--- config.mk ---
export PLATFORM = sky130hd
export DESIGN_NAME = hazard_ctrl
export DESIGN_NICKNAME = d
export VERILOG_FILES = /design/src/rtl/hazard_ctrl.sv
export SDC_FILE = /design/constraint.sdc
export NUM_CORES = 1
export LEC_CHECK = 0
export BUFFER_PORTS_ARGS = -buffer_cell sky130_fd_sc_hd__buf_2
export CAP_MARGIN = 20
export CORE_UTILIZATION = 58
export CTS_BUF_LIST = sky130_fd_sc_hd__clkbuf_2
export DETAILED_ROUTE_END_ITERATION = 10
export GPL_TIMING_DRIVEN = 0
export PLACE_DENSITY = 0.95
export SKIP_CTS_REPAIR_TIMING = 1
export SYNTH_ARGS = -nofsm -noshare
export SYNTH_HDL_FRONTEND = slang
export SYNTH_SLANG_ARGS = --single-unit
--- constraint.sdc ---
create_clock -name clk -period 3 [get_ports clk]
set_input_delay 0.15 -clock clk [delete_from_list [all_inputs] [get_ports clk]]
set_output_delay 0.15 -clock clk [all_outputs]
set_load 0.01 [all_outputs]
--- src/rtl/hazard_ctrl.sv ---
// Decode-side hazard controller: 3-deep destination scoreboard, RAW stall, redirect flush, halt drain.
// Define HAZARD_CTRL_FORWARD_EN when EX/MEM forwarding exists downstream (load-use stalls only).
module hazard_ctrl #(
  parameter int unsigned REG_W = 3,
  parameter int unsigned CNT_W = 16
) (
  input  logic             clk,
  input  logic             rst,
  input  logic             id_valid,
  input  logic [REG_W-1:0] id_rs1,
  input  logic             id_use1,
  input  logic [REG_W-1:0] id_rs2,
  input  logic             id_use2,
  input  logic [REG_W-1:0] id_rd,
  input  logic             id_regwrite,
  input  logic             id_memread,
  input  logic             id_halt,
  input  logic             ex_redirect,
  output logic             stall,
  output logic             pc_hold,
  output logic             flush_ifid,
  output logic             flush_idex,
  output logic             halted,
  output logic [CNT_W-1:0] stall_cnt
);

  typedef enum logic [1:0] {
    RUN   = 2'd0,
    DRAIN = 2'd1,
    HALT  = 2'd2
  } state_t;

  typedef struct packed {
    logic             v;
    logic [REG_W-1:0] rd;
    logic             ld;
  } sb_t;

  state_t state_q, state_d;
  sb_t    sb_ex, sb_mem, sb_wb, sb_ex_d;
  logic   hit_ex, hit_mem, haz;

  function automatic logic sb_hit(input sb_t e, input logic u1, input logic [REG_W-1:0] s1,
                                  input logic u2, input logic [REG_W-1:0] s2);
    return (u1 && e.v && (e.rd == s1)) || (u2 && e.v && (e.rd == s2));
  endfunction

  assign hit_ex  = sb_hit(sb_ex,  id_use1, id_rs1, id_use2, id_rs2);
  assign hit_mem = sb_hit(sb_mem, id_use1, id_rs1, id_use2, id_rs2);

  // WB is never checked: the register file bypasses same-cycle writes to reads.
`ifdef HAZARD_CTRL_FORWARD_EN
  assign haz = id_valid && hit_ex && sb_ex.ld;
  logic unused_sb;
  assign unused_sb = ^{hit_mem, sb_mem.rd, sb_mem.ld, sb_wb.rd, sb_wb.ld};
`else
  assign haz = id_valid && (hit_ex || hit_mem);
  logic unused_sb;
  assign unused_sb = ^{sb_mem.ld, sb_wb.rd, sb_wb.ld};
`endif

  always_ff @(posedge clk or posedge rst) begin
    if (rst) begin
      state_q <= RUN;
      sb_ex   <= '0;
      sb_mem  <= '0;
      sb_wb   <= '0;
    end else begin
      state_q <= state_d;
      sb_ex   <= sb_ex_d;
      sb_mem  <= sb_ex;
      sb_wb   <= sb_mem;
    end
  end

  always_comb begin
    state_d    = state_q;
    stall      = 1'b0;
    pc_hold    = 1'b0;
    flush_ifid = 1'b0;
    flush_idex = 1'b0;
    halted     = 1'b0;
    sb_ex_d    = '0;
    case (state_q)
      RUN: begin
        if (ex_redirect) begin
          // Anything in ID is wrong-path, so a pending hazard is simply dropped.
          flush_ifid = 1'b1;
          flush_idex = 1'b1;
        end else begin
          stall      = haz;
          pc_hold    = haz;
          flush_idex = haz;
          if (id_valid && id_halt && !haz) begin
            state_d = DRAIN;
          end else if (id_valid && id_regwrite && !haz) begin
            sb_ex_d = '{v: 1'b1, rd: id_rd, ld: id_memread};
          end
        end
      end
      DRAIN: begin
        pc_hold    = 1'b1;
        flush_ifid = 1'b1;
        if (!(sb_ex.v || sb_mem.v || sb_wb.v)) state_d = HALT;
      end
      HALT: begin
        pc_hold    = 1'b1;
        flush_ifid = 1'b1;
        flush_idex = 1'b1;
        halted     = 1'b1;
      end
      default: state_d = RUN;
    endcase
  end

  // Saturating count of stall cycles.
  always_ff @(posedge clk or posedge rst) begin
    if (rst) begin
      stall_cnt <= '0;
    end else if (stall && (stall_cnt != {CNT_W{1'b1}})) begin
      stall_cnt <= stall_cnt + CNT_W'(1);
    end
  end

endmodule

==> results of run 1 <==
kinds of logic after synthesis:
kind of cell | count (synthesis) | share of synthesized area
AOI/OAI and AO/OA | 9 | 0.0384
and+or+nand+nor | 63 | 0.265
DFF | 27 | 0.460
adders and majority gates | 5 | 0.0426
buffers and inverters | 7 | 0.0247
muxes | 1 | 0.00767
xor gates and xnor gates | 27 | 0.161
power by group through the flow:
stage / sequential, W / combinational, W / clock, W
2_1_floorplan: 0.000403 / 0.000139 / 0
3_3_place_gp: 0.000404 / 0.000200 / 0
3_5_place_dp: 0.000408 / 0.000213 / 0
4_1_cts: 0.000401 / 0.000215 / 0.000142
5_1_grt: 0.000403 / 0.000252 / 0.000153
6_report: 0.000402 / 0.000223 / 0.000138
sequential cells by signal, indices dropped and copies added, names as in the netlist:
register,cells
sb_ex,4
sb_mem,4
sb_wb,1
stall_cnt,16
state_q,2
metal layers:
| metal | up-vias | part of all wire |
|---|---|---|
| met3 | 6 | 0.041 |
| met5 | - | 0 |
| li1 | 582 | - |
| met4 | 0 | 0.019 |
| met2 | 37 | 0.50 |
| met1 | 611 | 0.44 |
cell usage after synthesis (2+ instances only):
library cell	n	area [µm²]
xnor2_1	14	123
nand3_1	7	35.0
dfrtp_1	27	676
inv_1	4	15.0
xor2_1	13	114
nand4_1	8	50.1
a21oi_1	4	20.0
nor2_1	5	18.8
nor4_1	7	43.8
nand3b_1	5	37.5
and3_1	6	37.5
nand2_1	11	41.3
ha_1	5	62.6
and2_1	4	25.0
buf_2	2	10.0
and3b_1	3	26.3
a21o_1	2	15.0
worst max path at each step:
stage	depth (start not counted)	start	end
4_1_cts	7	sb_ex[2]$_DFF_PP0_	flush_idex
3_3_place_gp	7	sb_mem[2]$_DFF_PP0_	flush_idex
5_1_grt	7	sb_ex[2]$_DFF_PP0_	flush_idex
3_5_place_dp	7	sb_ex[2]$_DFF_PP0_	flush_idex
6_report	7	sb_ex[2]$_DFF_PP0_	flush_idex
2_1_floorplan	6	sb_mem[3]$_DFF_PP0_	stall_cnt[1]$_DFFE_PP0P_
stage by stage:
stage | hold WS, ns | std cells | cell area (µm²)
2_1_floorplan | 0.203 | 139 | 1470
3_3_place_gp | 0.359 | 204 | 1690
3_5_place_dp | 0.363 | 204 | 1690
4_1_cts | -0.0149 | 208 | 1710
5_1_grt | 0.00561 | 213 | 1780
6_report | 0.00760 | 213 | 1780
layout make-up:
cell class	instances	area share
inverters	4	0.00846
well taps	28	0.0197
clock buffers	4	0.0113
flip-flops and latches	27	0.381
plain buffers	3	0.0120
repair buffers	42	0.142
multi-input cells	105	0.426
==> results.toml, run 1 <==
[finish]
area_growth_pct = 21.0
num-fill-cells = 170
fin_nets = 209
layout_common_cells = "buf_2 (39), dfrtp_1 (27), xnor2_1 (14)"
drive_gt1_frac = 0.259
final_util = 0.773
mostFrequentLayoutCell = "buf_2"
seq_area_um2 = 676
multi_input_area_um2 = 756
diodes = 0

[clocking]
cts_tree = "yes"
cts-buffers-inserted = 3
worstSkewPairLatency_ns = 0.35
cts_root_buf = "clkbuf_2"
h-tree-depth = 1
clock-sinks = 27
path_clk_slew_ns = 0.23
clockBufferDepth = 2

[global_route]
met1_usage = 0.332
grt-ovfl-total = 0
use_met2 = 0.449
grt_usage = 0.270
top_usage_layer = "met2"
use_met3 = 0.0406
grt_pass1_wl_um = 5290
grt_max_degree = 28
grt_pass1_vias = 1232
antenna_found_initial = 0

[floorplan]
io_pins = 39
start_util = 0.639
die_h_um = 52.3
rows = 17
fp.coreArea_um2 = 2300
die_x_um = 52.3
die-area_um2 = 2740

[status]
outcome = "completed"

[setup_path]
crit_family = "simple AND/OR/NAND/NOR gates"
crit_path_start_kind = "flip-flop"
reg2regPathDepth = 6
crit_fanout = 10
critPathMostFrequentCell = "a21o_1"
critPathMaxStageDelay_ns = 0.52
crit_type = "flip-flop to output port"
crit_chain = "xor2_1 > nor4_1 > or4_4 > buf_6 > a21o_1 > a21o_1 > buf_2"
crit_buf_inv = 2
rr_startpoint = "state_q[1]$_DFFE_PP0P_"
cp_slowest_cell = "or4_4"
end_kind = "output port"
regToRegSetupSlack_ns = 0.98
r2r_end = "stall_cnt[15]$_DFFE_PP0P_"
cp.required_ns = 2.85
crit_arrival_ns = 2.27

[sta]
finalWorstSetupSlack_ns = 0.585
setup_viol = 0
skew_ns = 0.00724
timing.fmax_mhz = 414
finalSetupTns_ns = 0
finalHoldViolCount = 0
fin_crit_sh = 0.805
fin_crit_ns = 2.42
relSlewSlack = 0.579
tightest_slew_ns = 0.626
rsz0062_at_grt = "false"
slew_violations = 0

[synth]
yosysWarnings = 0
synth-edff-count = 0
ys_seq_area_frac = 0.460
synth_ff_type = "dfrtp_1"
syn_nets = 162
synthDistinctLibCells = 29
avgSynthCellArea_um2 = 10.6
syn_inst = 139
synthArstFlopShare = 1.00
synth_area_um2 = 1470
ys_ff_latch = 27

[detailed_routing]
post_drt_via_cell_ratio = 5.80
vias = 1236
wire_per_inst_um = 15.6
antenna_left = 0
remaining_drc_errors = 0
drtPass1Iterations = 4
wirelength_um = 3320
drt_first_iter_violations = 25

[pwr]
netSwitchingFraction = 0.329
total_power_w = 0.000764
pwr-share-clk = 0.181
comb_power_share = 0.292
leakage_nw = 0.922
pwr-share-seq = 0.527
p_per_area_nw_per_um2 = 430
p_int_w = 0.000513
vdd_drop_max_mv = 0.363
p_switching_w = 0.000251

[job]
maxCapViolCount = 0

[placement]
gp_congestion = 0.862
portBuffers = 37
post-dp-hpwl_um = 2450
dp_slack_ns = 1.00

[min_path]
holdPathStages = 2
min_path_type = "input port to flip-flop"
hold_path_startpoint = "id_rd[2]"
min_to = "sb_ex[3]$_DFF_PP0_"
Note: power is estimated with default switching activity, not from simulation.
==> run 2, diff against run 1 <==
- ABC_AREA: unset -> 1
- CORE_ASPECT_RATIO: unset -> 0.5
- CORE_UTILIZATION: 58 -> 56
- PLACE_DENSITY: 0.95 -> 0.92
- clock period: 3 -> 2.4 ns (I/O delays scaled with it)
==> run 2 against run 1 <==
Compared with the run above: synthesized area increased by 23%; total power is 36% higher; non-clock buffer count rose by 1; design area grew 20%; core utilization fell by 7.3 points; via count up 37%; critical path depth is the same; cell count is 60% higher; critical path type unchanged; critical endpoint is now pc_hold; largest power group unchanged.
==> results.toml, run 2 <==
[floorplan]
die_x_um = 82.2
fp.coreArea_um2 = 3030
io_pins = 39
start_util = 0.594
die-area_um2 = 3460
die_h_um = 42.1
rows = 14

[synth]
synth_top_family_by_area = "simple AND/OR/NAND/NOR gates"
ys_ff_latch = 27
synthTopCellsByArea = "dfrtp_1 (38%), nand2_1 (21%), inv_1 (7.5%)"
syn_nets = 278
yosysWarnings = 0
synthDistinctLibCells = 24
synthAdderAreaFrac = 0.0348
synth.top_cells.by_count = "nand2_1 (100), inv_1 (36), dfrtp_1 (27)"
ys_seq_area_frac = 0.376
synthMostInstantiatedCell = "nand2_1"
synth_compound_area_frac = 0.0111
synth_area_um2 = 1800
synthMuxAreaShare = 0
netlist.area_leader.share = 0.376
synth_ff_type = "dfrtp_1"
syn_inst = 255
synth_xor_area_frac = 0.0584
avgSynthCellArea_um2 = 7.06
synth-edff-count = 0
synthSimpleGateAreaFrac = 0.423
synthArstFlopShare = 1.00
synth.largest_area_cell = "dfrtp_1"

[min_path]
holdPathStages = 3
hold_path_startpoint = "id_regwrite"
min_to = "sb_ex[4]$_DFF_PP0_"
min_path_type = "input port to flip-flop"

[setup_path]
reg2regPathDepth = 8
crit_arrival_ns = 2.00
regToRegSetupSlack_ns = 0.58
end_kind = "output port"
crit_fanout = 10
cp.required_ns = 2.28
crit_type = "flip-flop to output port"
r2r_end = "stall_cnt[3]$_DFFE_PP0P_"
rr_startpoint = "state_q[1]$_DFFE_PP0P_"
crit_path_start_kind = "flip-flop"

[placement]
gp_congestion = 0.979
post-dp-hpwl_um = 2820
portBuffers = 37
postPlaceCellArea_um2 = 2030
dp_slack_ns = 0.605

[detailed_routing]
wire_per_inst_um = 10.7
post_drt_via_cell_ratio = 4.97
dr_wl_met3_um = 108
remaining_drc_errors = 0
antenna_left = 0
route.met2.wl_um = 1810
drtPass1Iterations = 4
highest_layer = "met4"
wirelength_um = 3650
met1Wirelength_um = 1720
drt_first_iter_violations = 67
vias = 1696

[finish]
mostFrequentLayoutCell = "nand2_1"
reg_top3 = "stall_cnt (16), sb_ex (4), sb_mem (4)"
layout_common_cells = "nand2_1 (100), buf_2 (39), inv_1 (36)"
largest_reg_flops = 16
largest-register = "stall_cnt"
final_util = 0.700
fin_area_um2 = 2120
num-fill-cells = 251
diodes = 0
area_growth_pct = 17.9
fin_nets = 325
drive_gt1_frac = 0.196

[pwr]
total_power_w = 0.00104
vdd_drop_max_mv = 0.305
p_per_area_nw_per_um2 = 490
leakage_nw = 1.24

[sta]
relSlewSlack = 0.673
fin_crit_ns = 2.12
skew_ns = 0.0113
setup_viol = 0
fin_crit_sh = 0.884
finalSetupTns_ns = 0
finalWorstSetupSlack_ns = 0.278
tightest_slew_ns = 0.487
slew_violations = 0
timing.fmax_mhz = 471
finalHoldViolCount = 0
rsz0062_at_grt = "false"

[clocking]
clock-sinks = 27
clockBufferDepth = 2
cts_root_buf = "clkbuf_2"
worstSkewPairLatency_ns = 0.35
path_clk_slew_ns = 0.23
cts_tree = "yes"
cts-buffers-inserted = 3
h-tree-depth = 1

[status]
outcome = "completed"

[global_route]
grt_usage = 0.228
grt-ovfl-total = 0
grt_max_degree = 28
antenna_found_initial = 0
grt_pass1_vias = 1477
grt_pass1_wl_um = 6090

[job]
maxCapViolCount = 0
## run 2: routing by layer
layer  track usage  vias to the layer above
met1         0.288                      776
met4        0.0526                        0
met3        0.0435                        2
li1              -                      893
met2         0.403                       25
met5             0                        -
## run 2: kinds of logic after synthesis
kind of cell	Yosys count
AOI/OAI and AO/OA	4
DFF	27
and+or+nand+nor	164
buffers and inverters	43
adders and majority gates	5
xor gates and xnor gates	12
## run 2: power by group
group / leakage (nW) / internal [W] / total (W) / switching (W)
sequential: 0.373 / 0.000483 / 0.000510 / 0.0000272
combinational: 0.845 / 0.000135 / 0.000361 / 0.000226
clock: 0.0164 / 0.0000378 / 0.000168 / 0.000130
total: 1.24 / 0.000655 / 0.00104 / 0.000383
## run 2: how the worst max path moves through the flow
stage / from / end / slack (ns)
6_report: state_q[1]$_DFFE_PP0P_ / pc_hold / 0.28
5_1_grt: state_q[1]$_DFFE_PP0P_ / pc_hold / 0.08
4_1_cts: state_q[1]$_DFFE_PP0P_ / pc_hold / 0.26
3_5_place_dp: state_q[1]$_DFFE_PP0P_ / stall_cnt[3]$_DFFE_PP0P_ / 0.61
3_3_place_gp: state_q[1]$_DFFE_PP0P_ / stall_cnt[10]$_DFFE_PP0P_ / 0.66
2_1_floorplan: stall_cnt[0]$_DFFE_PP0P_ / stall_cnt[7]$_DFFE_PP0P_ / 0.86
## run 2: final cells by class
| type | instances | area (µm²) | share of cell area |
|---|---|---|---|
| inverters | 39 | 146 | 0.0690 |
| repair buffers | 42 | 253 | 0.119 |
| clock inverters | 1 | 5.00 | 0.00236 |
| clock buffers | 3 | 15.0 | 0.00708 |
| flip-flops and latches | 27 | 676 | 0.318 |
| multi-input cells | 185 | 948 | 0.447 |
| well taps | 40 | 50.0 | 0.0236 |
| plain buffers | 4 | 28.8 | 0.0136 |
## run 2: worst max-delay path: stages (launching register included)
cell and delay [ns]:
dfrtp_1 0.47, inv_1 0.10, ha_1 0.24, inv_1 0.07
nor2_2 0.36, nand2_1 0.14, a21oi_1 0.13, buf_2 0.14
## run 2: per-stage QoR
| step | instances | hold slack [ns] |
|---|---|---|
| 2_1_floorplan | 255 | 0.173 |
| 4_1_cts | 336 | -0.0644 |
| 5_1_grt | 341 | 0.0377 |
| 3_3_place_gp | 332 | 0.346 |
| 6_report | 341 | 0.0788 |
| 3_5_place_dp | 332 | 0.347 |
==> run 3, diff against run 2 <==
- CORE_ASPECT_RATIO: 0.5 -> 0.8
- REMOVE_ABC_BUFFERS: unset -> 1
==> run 3 against run 2 <==
Compared with the run above: critical path depth is 4 higher; core utilization is 0.69 points higher; fmax is 3.6% higher; sequential cell count stayed put; sequential power hardly changed; via count is 2.2% higher; cell count is 1.2% higher; largest cell class unchanged.
==> results.toml, run 3 (synthesized netlist as in run 2, its figures left out) <==
[sta]
skew_ns = 0.00401
timing.fmax_mhz = 488
finalHoldViolCount = 0
setup_viol = 0
finalSetupTns_ns = 0
relSlewSlack = 0.707
rsz0062_at_grt = "false"
fin_crit_ns = 2.05
fin_crit_sh = 0.854
tightest_slew_ns = 0.436
slew_violations = 0

[status]
outcome = "completed"

[global_route]
antenna_found_initial = 0
grt-ovfl-total = 0
grt_pass1_vias = 1373
grt_pass1_wl_um = 5890
grt_usage = 0.227
grt_max_degree = 28

[finish]
fin_area_um2 = 2170
final_util = 0.707
largest-register = "stall_cnt"
drive_gt1_frac = 0.200
diodes = 0
num-fill-cells = 261
reg_top3 = "stall_cnt (16), sb_ex (4), sb_mem (4)"
fin_nets = 329
largest_reg_flops = 16
mostFrequentLayoutCell = "nand2_1"
layout_common_cells = "nand2_1 (100), buf_2 (37), inv_1 (36)"
area_growth_pct = 20.4

[floorplan]
fp.coreArea_um2 = 3060
die_h_um = 52.7
die_x_um = 65.4
die-area_um2 = 3450
io_pins = 39
start_util = 0.587
rows = 18

[setup_path]
crit_path_start_kind = "flip-flop"
end_kind = "output port"
critPathMostFrequentCell = "nand2_1"
crit_arrival_ns = 1.93
critPathMaxStageDelay_ns = 0.47
crit_fanout = 9
cp.required_ns = 2.28
crit_chain = "inv_1 > nand2_1 > nand2_1 > nor2_1 > nand2_1 > nand2_1 > nor2_2 > nor2_4 > nand2_1 > a21oi_1 > buf_2"
cp_slowest_cell = "dfrtp_1"
crit_type = "flip-flop to output port"

[placement]
gp_congestion = 0.860
post-dp-hpwl_um = 2700
postPlaceCellArea_um2 = 2010
portBuffers = 37

[pwr]
p_per_area_nw_per_um2 = 501
vdd_drop_max_mv = 0.514
total_power_w = 0.00109
leakage_nw = 1.26

[clocking]
h-tree-depth = 1
worstSkewPairLatency_ns = 0.38
clockBufferDepth = 2
cts_root_buf = "clkbuf_2"
clock-sinks = 27
path_clk_slew_ns = 0.26
cts_tree = "yes"
cts-buffers-inserted = 3

[detailed_routing]
post_drt_via_cell_ratio = 5.02
wire_per_inst_um = 11.3
drtPass1Iterations = 4
drt_first_iter_violations = 70
antenna_left = 0
wirelength_um = 3890
vias = 1733
remaining_drc_errors = 0

[job]
maxCapViolCount = 0

[min_path]
min_path_type = "input port to flip-flop"
-- run 3: cell types whose count changed in the layout (fill, tap and decap cells not counted), sizes merged --
| cell | previous run | this run |
|---|---|---|
| buf | 42 | 44 |
| clkinv | 1 | 0 |
| clkinvlp | 0 | 1 |
| dlygate4sd3 | 4 | 6 |
-- run 3: critical path, delay by kind of cell, from the launching register on --
| family | cells | cell delay [ns] |
|---|---|---|
| simple gates | 8 | 0.73 |
| flops | 1 | 0.47 |
| buf+inv | 2 | 0.21 |
| compound gates | 1 | 0.14 |
-- run 3: cell type report --
type / instances / area (µm²) / area share
multi-input cells: 185 / 953 / 0.440
flip-flops and latches: 27 / 676 / 0.312
repair buffers: 50 / 318 / 0.147
inverters: 39 / 146 / 0.0676
well taps: 40 / 50.0 / 0.0231
clock buffers: 3 / 15.0 / 0.00693
clock inverters: 1 / 7.51 / 0.00347
-- run 3: worst paths after layout --
path | slack (ns) | from | depth (start not counted) | endpoint
max | 0.35 | sb_ex[3]$_DFF_PP0_ | 11 | pc_hold
max in group asynchronous | 1.91 | rst | 4 | stall_cnt[11]$_DFFE_PP0P_
min in group asynchronous | 0.13 | rst | 3 | sb_mem[1]$_DFF_PP0_
max reg2reg | 0.37 | sb_ex[1]$_DFF_PP0_ | 10 | sb_ex[2]$_DFF_PP0_
min reg2reg | 0.46 | sb_ex[4]$_DFF_PP0_ | 0 | sb_mem[4]$_DFF_PP0_
min | 0.02 | id_regwrite | 3 | sb_ex[4]$_DFF_PP0_
-- run 3: metal layers --
| layer | global-route usage | vias up | routed length, µm |
|---|---|---|---|
| li1 | - | 899 | - |
| met1 | 0.322 | 788 | 1910 |
| met2 | 0.361 | 42 | 1810 |
| met3 | 0.0457 | 4 | 150 |
| met4 | 0.0435 | 0 | 17 |
| met5 | 0 | - | 0 |
-- run 3: per-stage QoR --
step	worst slack (ns)	std cells	hold WS [ns]
6_report	0.352	345	0.0166
2_1_floorplan	0.700	251	0.173
4_1_cts	-0.0731	332	-0.0888
5_1_grt	0.105	345	0.00744
3_3_place_gp	0.370	328	0.354
3_5_place_dp	0.271	328	0.352
-- run 3: power by group --
group / internal, W / total [W] / leakage, nW / switching, W
combinational: 0.000156 / 0.000390 / 0.872 / 0.000234
sequential: 0.000483 / 0.000511 / 0.373 / 0.0000281
clock: 0.0000386 / 0.000184 / 0.0126 / 0.000145
total: 0.000678 / 0.00109 / 1.26 / 0.000408
